--- config.mk ---
export PLATFORM = sky130hd
export DESIGN_NAME = regfile_writeback_flat
export DESIGN_NICKNAME = d
export VERILOG_FILES = /design/src/rtl/regfile_writeback_if.sv /design/src/rtl/regfile_writeback.sv /design/src/flat_wrapper.sv
export SDC_FILE = /design/constraint.sdc
export NUM_CORES = 1
export LEC_CHECK = 0
export ABC_CLOCK_PERIOD_IN_PS = 3100
export CAP_MARGIN = 20
export CORE_UTILIZATION = 44
export DETAILED_ROUTE_END_ITERATION = 10
export PLACE_DENSITY = 0.77
export SKIP_LAST_GASP = 1
export SYNTH_ARGS = -nofsm -noshare
export SYNTH_HDL_FRONTEND = slang
export SYNTH_SLANG_ARGS = --single-unit
--- constraint.sdc ---
create_clock -name clk -period 3.1 [get_ports clk]
set_input_delay 0.31 -clock clk [delete_from_list [all_inputs] [get_ports clk]]
set_output_delay 0.31 -clock clk [all_outputs]
set_load 0.05 [all_outputs]
--- src/rtl/regfile_writeback_if.sv ---
// ---------------------------------------------------------------------------
// regfile_writeback_if
//   Bundles the write-back stage's operand, handshake and write-port signals.
//
//   master : pipeline side (drives ALU/load results, pend_set and rs1/rs2;
//            observes ld_ready, busy/forward flags and the write port)
//   slave  : the write-back block itself
//
//   alu_valid/alu_rd/alu_val       single-cycle ALU result, no back-pressure
//   ld_valid/ld_ready/ld_rd/ld_val load result, valid/ready handshake
//   pend_set/pend_rd               an issued load now owns pend_rd
//   rs1/rs2                        decode-stage source indices
//   rsX_busy                       source awaits a load result
//   rsX_fwd/rsX_fwd_val            forwarding of the staged write
//   write_rd/rd/rd_val             register-file write port
// ---------------------------------------------------------------------------
interface regfile_writeback_if #(
    parameter int XLEN = 32
);
    logic            alu_valid;
    logic [4:0]      alu_rd;
    logic [XLEN-1:0] alu_val;

    logic            ld_valid;
    logic            ld_ready;
    logic [4:0]      ld_rd;
    logic [XLEN-1:0] ld_val;

    logic            pend_set;
    logic [4:0]      pend_rd;

    logic [4:0]      rs1;
    logic [4:0]      rs2;
    logic            rs1_busy;
    logic            rs2_busy;
    logic            rs1_fwd;
    logic            rs2_fwd;
    logic [XLEN-1:0] rs1_fwd_val;
    logic [XLEN-1:0] rs2_fwd_val;

    logic            write_rd;
    logic [4:0]      rd;
    logic [XLEN-1:0] rd_val;

    modport master (
        output alu_valid, alu_rd, alu_val,
        output ld_valid, ld_rd, ld_val,
        output pend_set, pend_rd,
        output rs1, rs2,
        input  ld_ready,
        input  rs1_busy, rs2_busy, rs1_fwd, rs2_fwd, rs1_fwd_val, rs2_fwd_val,
        input  write_rd, rd, rd_val
    );

    modport slave (
        input  alu_valid, alu_rd, alu_val,
        input  ld_valid, ld_rd, ld_val,
        input  pend_set, pend_rd,
        input  rs1, rs2,
        output ld_ready,
        output rs1_busy, rs2_busy, rs1_fwd, rs2_fwd, rs1_fwd_val, rs2_fwd_val,
        output write_rd, rd, rd_val
    );
endinterface

--- src/rtl/regfile_writeback.sv ---
// ---------------------------------------------------------------------------
// regfile_writeback
//   Arbitrates the ALU result and a 2-entry load-result FIFO onto a single
//   registered register-file write port, tracks registers owned by in-flight
//   loads (pending vector) and forwards the staged write to decode.
//
//   clk      : single clock, rising edge
//   reset_n  : asynchronous, active-low reset
//   bus      : regfile_writeback_if.slave (ALU/load inputs, pend_set,
//              rs1/rs2 lookups, busy/forward outputs, write port)
//
//   Priority each cycle: ALU (rd!=0) > FIFO head > no write. The ALU never
//   stalls; a blocked FIFO head simply waits.
// ---------------------------------------------------------------------------
module regfile_writeback #(
    parameter int XLEN = 32
) (
    input  logic              clk,
    input  logic              reset_n,
    regfile_writeback_if.slave bus
);
    localparam int DEPTH = 2;

    // Load FIFO: storage plus head pointer and occupancy.
    logic [4:0]      fifo_rd  [DEPTH];
    logic [XLEN-1:0] fifo_val [DEPTH];
    logic            head;
    logic [1:0]      count;

    logic [31:0]     pending;
    logic [31:0]     pending_next;

    // Staged write port.
    logic            write_rd_q;
    logic [4:0]      rd_q;
    logic [XLEN-1:0] rd_val_q;

    logic            ld_ready;
    logic            enq;
    logic            alu_req;
    logic            sel_fifo;
    logic            wr_idx;

    // Readiness comes from the registered count only, so it has no
    // combinational path from the ALU side.
    assign ld_ready = (count < 2'd2);
    // A load to x0 completes the handshake but is never stored.
    assign enq      = bus.ld_valid && ld_ready && (bus.ld_rd != 5'd0);
    assign alu_req  = bus.alu_valid && (bus.alu_rd != 5'd0);
    assign sel_fifo = !alu_req && (count != 2'd0);
    // Tail slot is head + count (mod 2); only meaningful when count < 2.
    assign wr_idx   = head ^ count[0];

    // Clear on head selection first, then set, so a same-cycle set wins.
    always_comb begin
        pending_next = pending;
        if (sel_fifo)
            pending_next[fifo_rd[head]] = 1'b0;
        if (bus.pend_set && (bus.pend_rd != 5'd0))
            pending_next[bus.pend_rd] = 1'b1;
        pending_next[0] = 1'b0;
    end

    // NOTE: FIFO storage is deliberately not reset; count gates every read,
    // so stale slots are never observed and the array stays plain RAM.
    always_ff @(posedge clk) begin
        if (enq) begin
            fifo_rd[wr_idx]  <= bus.ld_rd;
            fifo_val[wr_idx] <= bus.ld_val;
        end
    end

    always_ff @(posedge clk or negedge reset_n) begin
        if (!reset_n) begin
            head       <= 1'b0;
            count      <= 2'd0;
            pending    <= '0;
            write_rd_q <= 1'b0;
            rd_q       <= 5'd0;
            rd_val_q   <= '0;
        end else begin
            // Simultaneous enqueue and dequeue leave count unchanged.
            count   <= count + {1'b0, enq} - {1'b0, sel_fifo};
            pending <= pending_next;
            if (sel_fifo)
                head <= ~head;

            write_rd_q <= alu_req || sel_fifo;
            // rd/rd_val hold their previous values when nothing is selected.
            if (alu_req) begin
                rd_q     <= bus.alu_rd;
                rd_val_q <= bus.alu_val;
            end else if (sel_fifo) begin
                rd_q     <= fifo_rd[head];
                rd_val_q <= fifo_val[head];
            end
        end
    end

    assign bus.ld_ready    = ld_ready;
    assign bus.write_rd    = write_rd_q;
    assign bus.rd          = rd_q;
    assign bus.rd_val      = rd_val_q;

    assign bus.rs1_busy    = pending[bus.rs1];
    assign bus.rs2_busy    = pending[bus.rs2];
    assign bus.rs1_fwd     = write_rd_q && (rd_q == bus.rs1) && (bus.rs1 != 5'd0);
    assign bus.rs2_fwd     = write_rd_q && (rd_q == bus.rs2) && (bus.rs2 != 5'd0);
    assign bus.rs1_fwd_val = rd_val_q;
    assign bus.rs2_fwd_val = rd_val_q;
endmodule
--- src/flat_wrapper.sv ---
// flat-port wrapper written by rule: the top's interface ports become plain ports
module regfile_writeback_flat 
#(
    parameter int XLEN = 32
)
  (clk, reset_n, bus_alu_valid, bus_alu_rd, bus_alu_val, bus_ld_valid, bus_ld_rd, bus_ld_val, bus_pend_set, bus_pend_rd, bus_rs1, bus_rs2, bus_ld_ready, bus_rs1_busy, bus_rs2_busy, bus_rs1_fwd, bus_rs2_fwd, bus_rs1_fwd_val, bus_rs2_fwd_val, bus_write_rd, bus_rd, bus_rd_val);
  regfile_writeback_if #(.XLEN(XLEN)) bus_i ();
  input  logic clk;
  input  logic reset_n;
  input wire logic [$bits(bus_i.alu_valid)-1:0] bus_alu_valid;
  input wire logic [$bits(bus_i.alu_rd)-1:0] bus_alu_rd;
  input wire logic [$bits(bus_i.alu_val)-1:0] bus_alu_val;
  input wire logic [$bits(bus_i.ld_valid)-1:0] bus_ld_valid;
  input wire logic [$bits(bus_i.ld_rd)-1:0] bus_ld_rd;
  input wire logic [$bits(bus_i.ld_val)-1:0] bus_ld_val;
  input wire logic [$bits(bus_i.pend_set)-1:0] bus_pend_set;
  input wire logic [$bits(bus_i.pend_rd)-1:0] bus_pend_rd;
  input wire logic [$bits(bus_i.rs1)-1:0] bus_rs1;
  input wire logic [$bits(bus_i.rs2)-1:0] bus_rs2;
  output wire logic [$bits(bus_i.ld_ready)-1:0] bus_ld_ready;
  output wire logic [$bits(bus_i.rs1_busy)-1:0] bus_rs1_busy;
  output wire logic [$bits(bus_i.rs2_busy)-1:0] bus_rs2_busy;
  output wire logic [$bits(bus_i.rs1_fwd)-1:0] bus_rs1_fwd;
  output wire logic [$bits(bus_i.rs2_fwd)-1:0] bus_rs2_fwd;
  output wire logic [$bits(bus_i.rs1_fwd_val)-1:0] bus_rs1_fwd_val;
  output wire logic [$bits(bus_i.rs2_fwd_val)-1:0] bus_rs2_fwd_val;
  output wire logic [$bits(bus_i.write_rd)-1:0] bus_write_rd;
  output wire logic [$bits(bus_i.rd)-1:0] bus_rd;
  output wire logic [$bits(bus_i.rd_val)-1:0] bus_rd_val;
  assign bus_i.alu_valid = bus_alu_valid;
  assign bus_i.alu_rd = bus_alu_rd;
  assign bus_i.alu_val = bus_alu_val;
  assign bus_i.ld_valid = bus_ld_valid;
  assign bus_i.ld_rd = bus_ld_rd;
  assign bus_i.ld_val = bus_ld_val;
  assign bus_i.pend_set = bus_pend_set;
  assign bus_i.pend_rd = bus_pend_rd;
  assign bus_i.rs1 = bus_rs1;
  assign bus_i.rs2 = bus_rs2;
  assign bus_ld_ready = bus_i.ld_ready;
  assign bus_rs1_busy = bus_i.rs1_busy;
  assign bus_rs2_busy = bus_i.rs2_busy;
  assign bus_rs1_fwd = bus_i.rs1_fwd;
  assign bus_rs2_fwd = bus_i.rs2_fwd;
  assign bus_rs1_fwd_val = bus_i.rs1_fwd_val;
  assign bus_rs2_fwd_val = bus_i.rs2_fwd_val;
  assign bus_write_rd = bus_i.write_rd;
  assign bus_rd = bus_i.rd;
  assign bus_rd_val = bus_i.rd_val;
  regfile_writeback #(.XLEN(XLEN)) u_core (.clk(clk), .reset_n(reset_n), .bus(bus_i));
endmodule
==> results of run 1 <==
## power groups by stage
stage | Sequential [W] | Combinational (W) | Clock (W)
floorplan | 0.00370 | 0.00326 | 0
global placement | 0.00332 | 0.00493 | 0
detailed placement | 0.00336 | 0.00502 | 0
CTS | 0.00333 | 0.00504 | 0.00212
global route | 0.00341 | 0.00531 | 0.00220
finish | 0.00334 | 0.00501 | 0.00209
## critical path, delay by kind of cell
kind / cells / cell delay (ns)
compound gates: 1 / 0.06
buf+inv: 2 / 1.66
simple gates: 3 / 0.40
## cell type report
class,count,area (sq um)
Clock buffer,17,425
Clock inverter,15,183
Fill cell,1291,6360
Inverter,6,22.5
Multi-Input combinational cell,383,2510
Sequential cell,146,4030
Tap cell,216,270
Timing Repair Buffer,210,2090
## layer usage
metal / up-vias / share of wire, % / global-route usage [%] / wire length (um)
met5: - / 0 / 0 / 0
met4: 0 / 2.7 / 8.55 / 489
met3: 36 / 6.3 / 5.37 / 1130
met2: 225 / 51 / 37.9 / 9170
met1: 2638 / 40 / 26.7 / 7260
li1: 2496 / - / - / -
## Yosys cell counts, drive strengths merged
master   number
nor3          5
or3           2
nand4         4
or4           3
nand2b       10
xor2          7
nand2        93
nor2         47
nor4          2
o21ai        46
o211ai        3
o2111ai       2
buf          77
o21a          1
nand3        12
and2          1
mux2i        41
edfxtp       74
xnor2         5
or2           1
o41ai        31
a21oi        40
nor2b         3
inv           6
mux2          7
mux4         14
ha            2
clkbuf       20
dfrtp        72
o31ai         1
## through the flow
| step | std cells | hold WS, ns | worst slack, ns |
|---|---|---|---|
| 2_1_floorplan | 632 | 0.0144 | 0.444 |
| 3_3_place_gp | 961 | 0.504 | 0.410 |
| 3_5_place_dp | 961 | 0.516 | 0.361 |
| 4_1_cts | 993 | 0.0781 | 0.356 |
| 5_1_grt | 993 | 0.120 | 0.270 |
| 6_report | 993 | 0.0387 | 0.367 |
## path summary, 6_finish.rpt
check,to,slack (ns)
worst max-delay path,bus_rs1_fwd,0.37
worst min-delay path,u_core.pending[28]$_DFF_PN0_,0.04
worst max register to register,u_core.pending[20]$_DFF_PN0_,0.79
worst min register to register,u_core.pending[5]$_DFF_PN0_,0.55
max in group asynchronous,u_core.head$_DFFE_PN0P_,2.35
min in group clk,u_core.bus.rd_val[15]$_DFFE_PN0P_,0.45
## registers in the layout (all words and copies together) (netlist names)
signal / count
u_core.pending: 31
u_core.count: 2
u_core.bus.write_rd: 1
u_core.fifo_val: 64
u_core.fifo_rd: 10
u_core.bus.rd_val: 32
u_core.head: 1
u_core.bus.rd: 5
## logic make-up (layout without fill, tap and decap cells)
kind of cell	after synthesis	after routing
adders and majority gates	2	2
xor gates and xnor gates	12	12
AOI/OAI and AO/OA	124	124
and+or+nand+nor	183	183
muxes	62	62
DFF	146	146
buffers and inverters	103	248
==> reports/metrics.cfg, run 1 <==
[run_status]
status=finished, final reports clean

[cts]
ctsResizeCount=0
clk_pin_slew_worst_paths_ns=0.06
cts.htree.levels=4
cts_made_buffers=17
cts_setup_buffers=0
cts-hold-fix-buffers=0
cts_tree=done
clk_path_buf_depth=2
clkSinkCount=146
clockRootBuffer=clkbuf_16
worstSkewPairLatency_ns=0.41

[placed_design]
gp_congestion=0.981
placed_area_sq_um=8920
dp_hpwl_um=12800
portBuffers=200

[worst_setup_path]
slowest_delay_ns=0.86
path_class=in2out
crit_arrival_ns=2.42
end_kind=output pin
r2r_cells=4
cpMostUsedCell=clkdlybuf4s50_1
worstPathRequired_ns=2.79
crit_chain=clkdlybuf4s50_1 -> nor4_1 -> nor3_1 -> a21oi_1 -> nor2_1 -> clkdlybuf4s50_1
rr_startpoint=u_core.head$_DFFE_PN0P_
crit_fanout=11
cp-start-kind=input pin
startpoint=bus_rs1[1]
cpMaxStageDelayCell=clkdlybuf4s50_1

[floorplan]
die_h_um=130
core_region_area_sq_um=15900
rows=46
dieWidth_um=130
initial_core_util_pct=45.1
io_pins=201
die_area_sq_um=16800

[sta]
slew_headroom_pct=34.7
setup-tns-final_ns=0
rsz0062_at_grt=false
drv_slew=0
worst_pin_slew_ns=0.979
final_hold_viol_count=0
final-setup-viol-count=0
post-route-min-period_ns=2.73
min_period_over_period_pct=88.2
skew_ns=0.00618
max_clock_freq_mhz=366

[logic_synthesis]
synth_mux_area_share_pct=11.2
yosys.area_share.simple_pct=10.8
synth_area_leaders=edfxtp_1 31%, dfrtp_1 25%, buf_4 6.7%, mux2i_1 5.7%, nand2_1 4.9%
synthXorXnorAreaFrac_pct=1.47
synth-compound-area-share_pct=10.7
yosys.area_share.adder_pct=0.349
synth_top_area_share_pct=31.0
synth_cells=632
avgSynthCellArea_sq_um=11.3
synth_nets=728
synth_top_cell_by_area=edfxtp_1
yosysSeqAreaShare_pct=56.2
syn_area_sq_um=7170
ys_seq_elements=146
yosys_warnings=0
yosysUniqueCellTypes=35
synth_top_family_by_area=multiplexers

[global_route]
grt_usage_pct=22.0
grt_pass1_vias=5332
antenna_found_initial=0
grt.overflow.total=0
grt_pass1_wl_um=27900
grt_max_degree=73

[power_and_ir_drop]
seq_power_share_pct=32.0
ir_worst_vdd_mv=0.675
p_comb_share_pct=48.0
sw_frac_of_total_pct=44.5
p_sw_w=0.00464
p_clk_share_pct=20.0
power_density_nw_per_um2=1100
power_leakage_nw=3.67
p_int_w=0.00580
total_power_w=0.0104

[detailed_routing]
first_pass_iters=5
via_per_inst=5.43
postRouteAntennaNets=0
vias=5395
routed_wl_um=18000
drtIter0Drc=302
drcViolationCount=0
wire_per_inst_um=18.2

[min_path]
hp-class=in2async

[layout]
fin_nets=860
antennaDiodeCount=0
utilization_pct=60.0
layout_common_cells=197 x clkdlybuf4s50_1, 93 x nand2_1, 74 x edfxtp_1, 71 x dfrtp_1, 45 x nor2_1
final_cell_area_sq_um=9530
area_growth_pct=32.9
drive_gt1_share_pct=9.14
final_common_cell=clkdlybuf4s50_1

[flow_run]
cap_violations=0

(Power assumes the default switching activity.)
==> inputs of run 2 (changes only) <==
--- a/config.mk
+++ b/config.mk
@@ -9,7 +9,7 @@
 export CAP_MARGIN = 20
 export CORE_UTILIZATION = 44
 export DETAILED_ROUTE_END_ITERATION = 10
-export PLACE_DENSITY = 0.77
+export PLACE_DENSITY = 0.85
 export SKIP_LAST_GASP = 1
 export SYNTH_ARGS = -nofsm -noshare
 export SYNTH_HDL_FRONTEND = slang
==> reports/metrics.cfg, run 2 (synthesis results as in run 1) <==
[detailed_routing]
vias=5316  ; -1.5%
first_pass_iters=5  ; unchanged
via_per_inst=5.34  ; -1.7%
drtIter0Drc=376  ; +25%
postRouteAntennaNets=0  ; unchanged
drcViolationCount=0  ; unchanged
wire_per_inst_um=17.2  ; -5.2%
routed_wl_um=17100  ; -5.0%

[global_route]
grt.overflow.total=0  ; unchanged
busiest_layer=met2
use_met2_pct=33.8  ; -4.1 points
grt_pass1_vias=5149  ; -3.4%
met1_usage_pct=26.4  ; -0.37 points
grt_pass1_wl_um=26400  ; -5.3%
grt_util_met3_pct=5.12  ; -0.25 points
grt_usage_pct=20.9  ; -1.2 points
grt_max_degree=102  ; +40%
antenna_found_initial=0  ; unchanged

[cts]
worstSkewPairLatency_ns=0.42  ; about the same
ctsResizeCount=0  ; unchanged
clk_path_buf_depth=2  ; unchanged
cts.htree.levels=4  ; unchanged
clockRootBuffer=clkbuf_16
cts_setup_buffers=0  ; unchanged
cts-hold-fix-buffers=0  ; unchanged
clkSinkCount=146  ; unchanged
cts_made_buffers=17  ; unchanged
cts_tree=done
clk_pin_slew_worst_paths_ns=0.06  ; about the same

[sta]
final-setup-viol-count=0  ; unchanged
slew_headroom_pct=36.7  ; +2.0 points
setup-tns-final_ns=0  ; unchanged
rsz0062_at_grt=false
worst_slack_ns=0.461  ; +0.0941 ns
final_hold_viol_count=0  ; unchanged
worst_pin_slew_ns=0.950  ; -0.0293 ns
min_period_over_period_pct=85.1  ; -3.0 points
post-route-min-period_ns=2.64  ; -0.0941 ns
drv_slew=0  ; unchanged
max_clock_freq_mhz=379  ; +3.6%
skew_ns=0.00894  ; +0.00276 ns
hold_slack_ns=0.0474  ; +0.00862 ns

[power_and_ir_drop]
power_leakage_nw=3.63  ; -1.0%
p_sw_w=0.00453  ; -2.5%
seq_power_share_pct=32.7  ; +0.7 points
p_clk_share_pct=17.8  ; -2.2 points
ir_worst_vdd_mv=0.675  ; about the same
power_density_nw_per_um2=1070  ; -2.8%
p_int_w=0.00553  ; -4.6%
p_comb_share_pct=49.5  ; +1.5 points
sw_frac_of_total_pct=45.0  ; +0.53 points

[floorplan]
die_area_sq_um=16800  ; unchanged
die_h_um=130  ; unchanged
rows=46  ; unchanged
core_region_area_sq_um=15900  ; unchanged
io_pins=201  ; unchanged
initial_core_util_pct=45.1  ; unchanged
dieWidth_um=130  ; unchanged

[placed_design]
place_ws_ns=0.453  ; +0.0916 ns
dp.cells=964  ; +0.31%
gp_congestion=0.861  ; -12%
dp_hpwl_um=11900  ; -7.0%
portBuffers=200  ; unchanged

[worst_setup_path]
slowest_delay_ns=0.80  ; -0.06 ns
cpMostUsedCell=clkdlybuf4s50_1
cp-start-kind=input pin
cpMaxStageDelayCell=clkdlybuf4s50_1
path_delay_family=buffers and inverters
end_kind=output pin
path_class=in2out
path_buf_inv=2  ; unchanged
crit_arrival_ns=2.33  ; -0.09 ns
worstPathRequired_ns=2.79  ; about the same
crit_fanout=9  ; -2
crit_chain=clkdlybuf4s50_1 -> xor2_1 -> nor3_1 -> nand3_1 -> nor2_1 -> clkdlybuf4s50_1

[layout]
regMostFlops=u_core.fifo_val
antennaDiodeCount=0  ; unchanged
drive_gt1_share_pct=9.11  ; -0.023 points
final_common_cell=clkdlybuf4s50_1
fin_nets=863  ; +0.35%
fin_cells=995  ; +0.20%
layout_common_cells=197 x clkdlybuf4s50_1, 93 x nand2_1, 74 x edfxtp_1, 71 x dfrtp_1, 45 x nor2_1
area_growth_pct=31.7
largest_reg_flops=64  ; unchanged

[flow_run]
cap_violations=0  ; unchanged

[min_path]
hp-class=in2async

[run_status]
status=finished, final reports clean

run 2: cell types whose count changed in the layout (fill, tap and decap cells not counted), moves of 2 or more:
cell / before / now
buf_4: 11 / 15
bufinv_16: 3 / 0
clkinv_2: 1 / 3
clkinv_4: 3 / 0
clkinvlp_4: 3 / 5
run 2: power groups by stage:
stage	Sequential (W)	Clock, W	Combinational (W)
CTS	0.00329	0.00181	0.00500
global route	0.00337	0.00191	0.00529
finish	0.00329	0.00179	0.00498
floorplan	0.00370	0	0.00326
global placement	0.00327	0	0.00492
detailed placement	0.00331	0	0.00498
run 2: final cells by class:
cell class	instances	area, sq um
timing repair buffer	213	2100
inverter	6	22.5
multi-input combinational	383	2500
sequential	146	4030
fill	1297	6450
tap	216	270
clock buffer	18	429
clock inverter	13	86.3
run 2: layer usage:
layer	wire length, um	vias up
li1	-	2499
met1	7170	2581
met2	8450	213
met3	1190	23
met4	342	0
met5	0	-
run 2: worst paths after layout:
check / startpoint / end / slack (ns) / cells past startpoint
max in group asynchronous: reset_n / u_core.head$_DFFE_PN0P_ / 2.40 / 1
worst max-delay path: bus_rs2[0] / bus_rs2_fwd / 0.46 / 6
worst min register to register: u_core.pending[8]$_DFF_PN0_ / u_core.pending[8]$_DFF_PN0_ / 0.54 / 2
worst max register to register: u_core.head$_DFFE_PN0P_ / u_core.fifo_val[0][14]$_DFFE_PP_ / 0.98 / 3
min in group clk: bus_alu_val[5] / u_core.bus.rd_val[5]$_DFFE_PN0P_ / 0.45 / 3
worst min-delay path: reset_n / u_core.bus.rd_val[3]$_DFFE_PN0P_ / 0.05 / 1
run 2: through the flow:
stage / instance area, sq um / util (%) / total power (W)
global placement: 8920 / 56.2 / 0.00819
floorplan: 7170 / - / 0.00696
finish: 9440 / 59.4 / 0.0101
global route: 9440 / 59.4 / 0.0106
detailed placement: 8920 / 56.2 / 0.00830
CTS: 9440 / 59.4 / 0.0101
==> inputs of run 3 (changes only) <==
--- a/config.mk
+++ b/config.mk
@@ -5,11 +5,11 @@
 export SDC_FILE = /design/constraint.sdc
 export NUM_CORES = 1
 export LEC_CHECK = 0
-export ABC_CLOCK_PERIOD_IN_PS = 3100
+export ABC_CLOCK_PERIOD_IN_PS = 3110
 export CAP_MARGIN = 20
-export CORE_UTILIZATION = 44
+export CORE_UTILIZATION = 52
 export DETAILED_ROUTE_END_ITERATION = 10
-export PLACE_DENSITY = 0.85
+export PLACE_DENSITY = 0.94
 export SKIP_LAST_GASP = 1
 export SYNTH_ARGS = -nofsm -noshare
 export SYNTH_HDL_FRONTEND = slang
==> constraint.sdc (replaced) <==
create_clock -name clk -period 3.11 [get_ports clk]
set_input_delay 0.311 -clock clk [delete_from_list [all_inputs] [get_ports clk]]
set_output_delay 0.311 -clock clk [all_outputs]
set_load 0.05 [all_outputs]
==> reports/metrics.cfg, run 3 (synthesis results as in run 1) <==
[run_status]
status=finished, final reports clean

[worst_setup_path]
cpMostUsedCell=clkdlybuf4s50_1
regToRegEndpoint=u_core.pending[9]$_DFF_PN0_
cpMaxStageDelayCell=clkdlybuf4s50_1
path_buf_inv=2  ; unchanged
crit_chain=clkdlybuf4s50_1 -> xor2_1 -> nor3_1 -> nand3_1 -> nor2_1 -> clkdlybuf4s50_1
crit_cells=6  ; unchanged
slowest_delay_ns=0.80  ; about the same
path_class=in2out
cp-start-kind=input pin
end_kind=output pin
path_delay_family=buffers and inverters
startpoint=bus_rs1[2]
worstPathRequired_ns=2.80  ; about the same
crit_fanout=10  ; +1
rr_startpoint=u_core.head$_DFFE_PN0P_
crit_arrival_ns=2.48  ; +0.15 ns
r2r_cells=4  ; +1
r2r_setup_slack_ns=0.77  ; -0.21 ns

[cts]
clkSinkCount=146  ; unchanged
cts_setup_buffers=0  ; unchanged
cts-hold-fix-buffers=0  ; unchanged
cts.htree.levels=4  ; unchanged
ctsResizeCount=0  ; unchanged
clk_path_buf_depth=2  ; unchanged
worstSkewPairLatency_ns=0.42  ; about the same
cts_made_buffers=17  ; unchanged
clk_pin_slew_worst_paths_ns=0.06  ; about the same
cts_tree=done
clockRootBuffer=clkbuf_16

[power_and_ir_drop]
power_leakage_nw=3.67  ; +0.91%
power_density_nw_per_um2=1100  ; +3.4%
p_sw_w=0.00460  ; +1.6%
sw_frac_of_total_pct=44.2  ; -0.79 points
ir_worst_vdd_mv=0.744  ; +10%
seq_power_share_pct=32.0  ; -0.7 points
p_comb_share_pct=47.8  ; -1.7 points
p_clk_share_pct=20.2  ; +2.4 points
p_int_w=0.00580  ; +4.9%

[floorplan]
die_area_sq_um=14300  ; -15%
rows=42  ; -8.7%
dieWidth_um=119  ; -7.9%
die_h_um=119  ; -7.9%
io_pins=201  ; unchanged
core_region_area_sq_um=13300  ; -16%
initial_core_util_pct=53.7  ; +8.6 points

[sta]
final_hold_viol_count=0  ; unchanged
min_period_over_period_pct=89.8
post-route-min-period_ns=2.79
slew_headroom_pct=35.8  ; -0.89 points
final-setup-viol-count=0  ; unchanged
skew_ns=0.00800  ; -0.000938 ns
drv_slew=0  ; unchanged
setup-tns-final_ns=0  ; unchanged
worst_pin_slew_ns=0.963  ; +0.0134 ns
rsz0062_at_grt=false
max_clock_freq_mhz=358

[global_route]
grt_pass1_vias=5601  ; +8.8%
grt_usage_pct=26.8  ; +6.0 points
grt_max_degree=73  ; -28%
antenna_found_initial=0  ; unchanged
grt.overflow.total=0  ; unchanged
grt_pass1_wl_um=29200  ; +10%

[layout]
area_growth_pct=31.8  ; about the same
fin_cells=951  ; -4.4%
antennaDiodeCount=0  ; unchanged
drive_gt1_share_pct=8.65  ; -0.47 points
layout_common_cells=197 x clkdlybuf4s50_1, 93 x nand2_1, 74 x edfxtp_1, 71 x dfrtp_1, 45 x nor2_1
final_common_cell=clkdlybuf4s50_1
regMostFlops=u_core.fifo_val
fin_nets=858  ; -0.58%
largest_reg_flops=64  ; unchanged
fillCellCount=920  ; -29%

[placed_design]
dp.cells=919  ; -4.7%
gp_congestion=0.926  ; +7.5%
dp_hpwl_um=12900  ; +9.1%
portBuffers=200  ; unchanged

[detailed_routing]
routed_wl_um=18300  ; +6.9%
top_layer=met4
first_pass_iters=5  ; unchanged
routed-wl-met2_um=9570  ; +13%
postRouteAntennaNets=0  ; unchanged
via_per_inst=5.75  ; +7.7%
route.met3.wl_um=1320  ; +11%
drtIter0Drc=358  ; -4.8%
drt-met1-wl_um=7030  ; -1.9%
drcViolationCount=0  ; unchanged
wire_per_inst_um=19.3  ; +12%
vias=5473  ; +3.0%

[min_path]
hp-class=in2async

[flow_run]
cap_violations=0  ; unchanged

## run 3: cell types whose count changed in the layout (fill, tap and decap cells not counted)
cell | before | now
buf_4 | 15 | 10
clkinvlp_4 | 5 | 1
bufinv_16 | 0 | 3
clkbuf_1 | 1 | 3
clkinv_1 | 2 | 0
clkbuf_16 | 17 | 18
clkinv_4 | 0 | 1
## run 3: worst max-delay path by stage
stage                                      to
6_report                          bus_rs1_fwd
5_1_grt                           bus_rs1_fwd
4_1_cts                          bus_rs1_busy
3_5_place_dp                     bus_rs1_busy
3_3_place_gp                      bus_rs1_fwd
2_1_floorplan  u_core.fifo_rd[0][0]$_DFFE_PP_
## run 3: power by group through the flow
| stage | clock (W) | sequential [W] | combinational [W] |
|---|---|---|---|
| after floorplan | 0 | 0.00369 | 0.00325 |
| after global placement | 0 | 0.00328 | 0.00485 |
| after detailed placement | 0 | 0.00334 | 0.00495 |
| after CTS | 0.00212 | 0.00332 | 0.00499 |
| after global routing | 0.00221 | 0.00339 | 0.00524 |
| final | 0.00210 | 0.00333 | 0.00497 |
## run 3: stage by stage
step	setup slack (ns)	cell area (sq um)	power [W]	hold WS, ns	util [%]
2_1_floorplan	0.454	7170	0.00693	0.0154	-
3_3_place_gp	0.414	8830	0.00814	0.505	66.2
3_5_place_dp	0.347	8830	0.00830	0.524	66.2
4_1_cts	0.344	9440	0.0104	0.0871	70.8
5_1_grt	0.209	9440	0.0108	0.0882	70.8
6_report	0.317	9440	0.0104	0.0231	70.8
## run 3: worst register-to-register path: stages (launching register included)
cell and delay [ns]:
dfrtp_2 0.78, mux2i_1 0.67, nand3_1 0.32, o41ai_1 0.34, nand2_1 0.10
## run 3: routing by layer
layer | global-route usage (%) | up-vias
met5 | 0 | -
met4 | 10.4 | 0
met3 | 6.70 | 32
met2 | 46.7 | 250
met1 | 31.9 | 2704
li1 | - | 2487
## run 3: final cells by class
class	count	area (sq um)	area share, %
flip-flops and latches	146	4030	42.6
repair buffers	208	2070	21.9
clock buffers	21	462	4.89
multi-input cells	383	2500	26.5
clock inverters	11	148	1.56
inverters	6	22.5	0.238
well taps	176	220	2.33
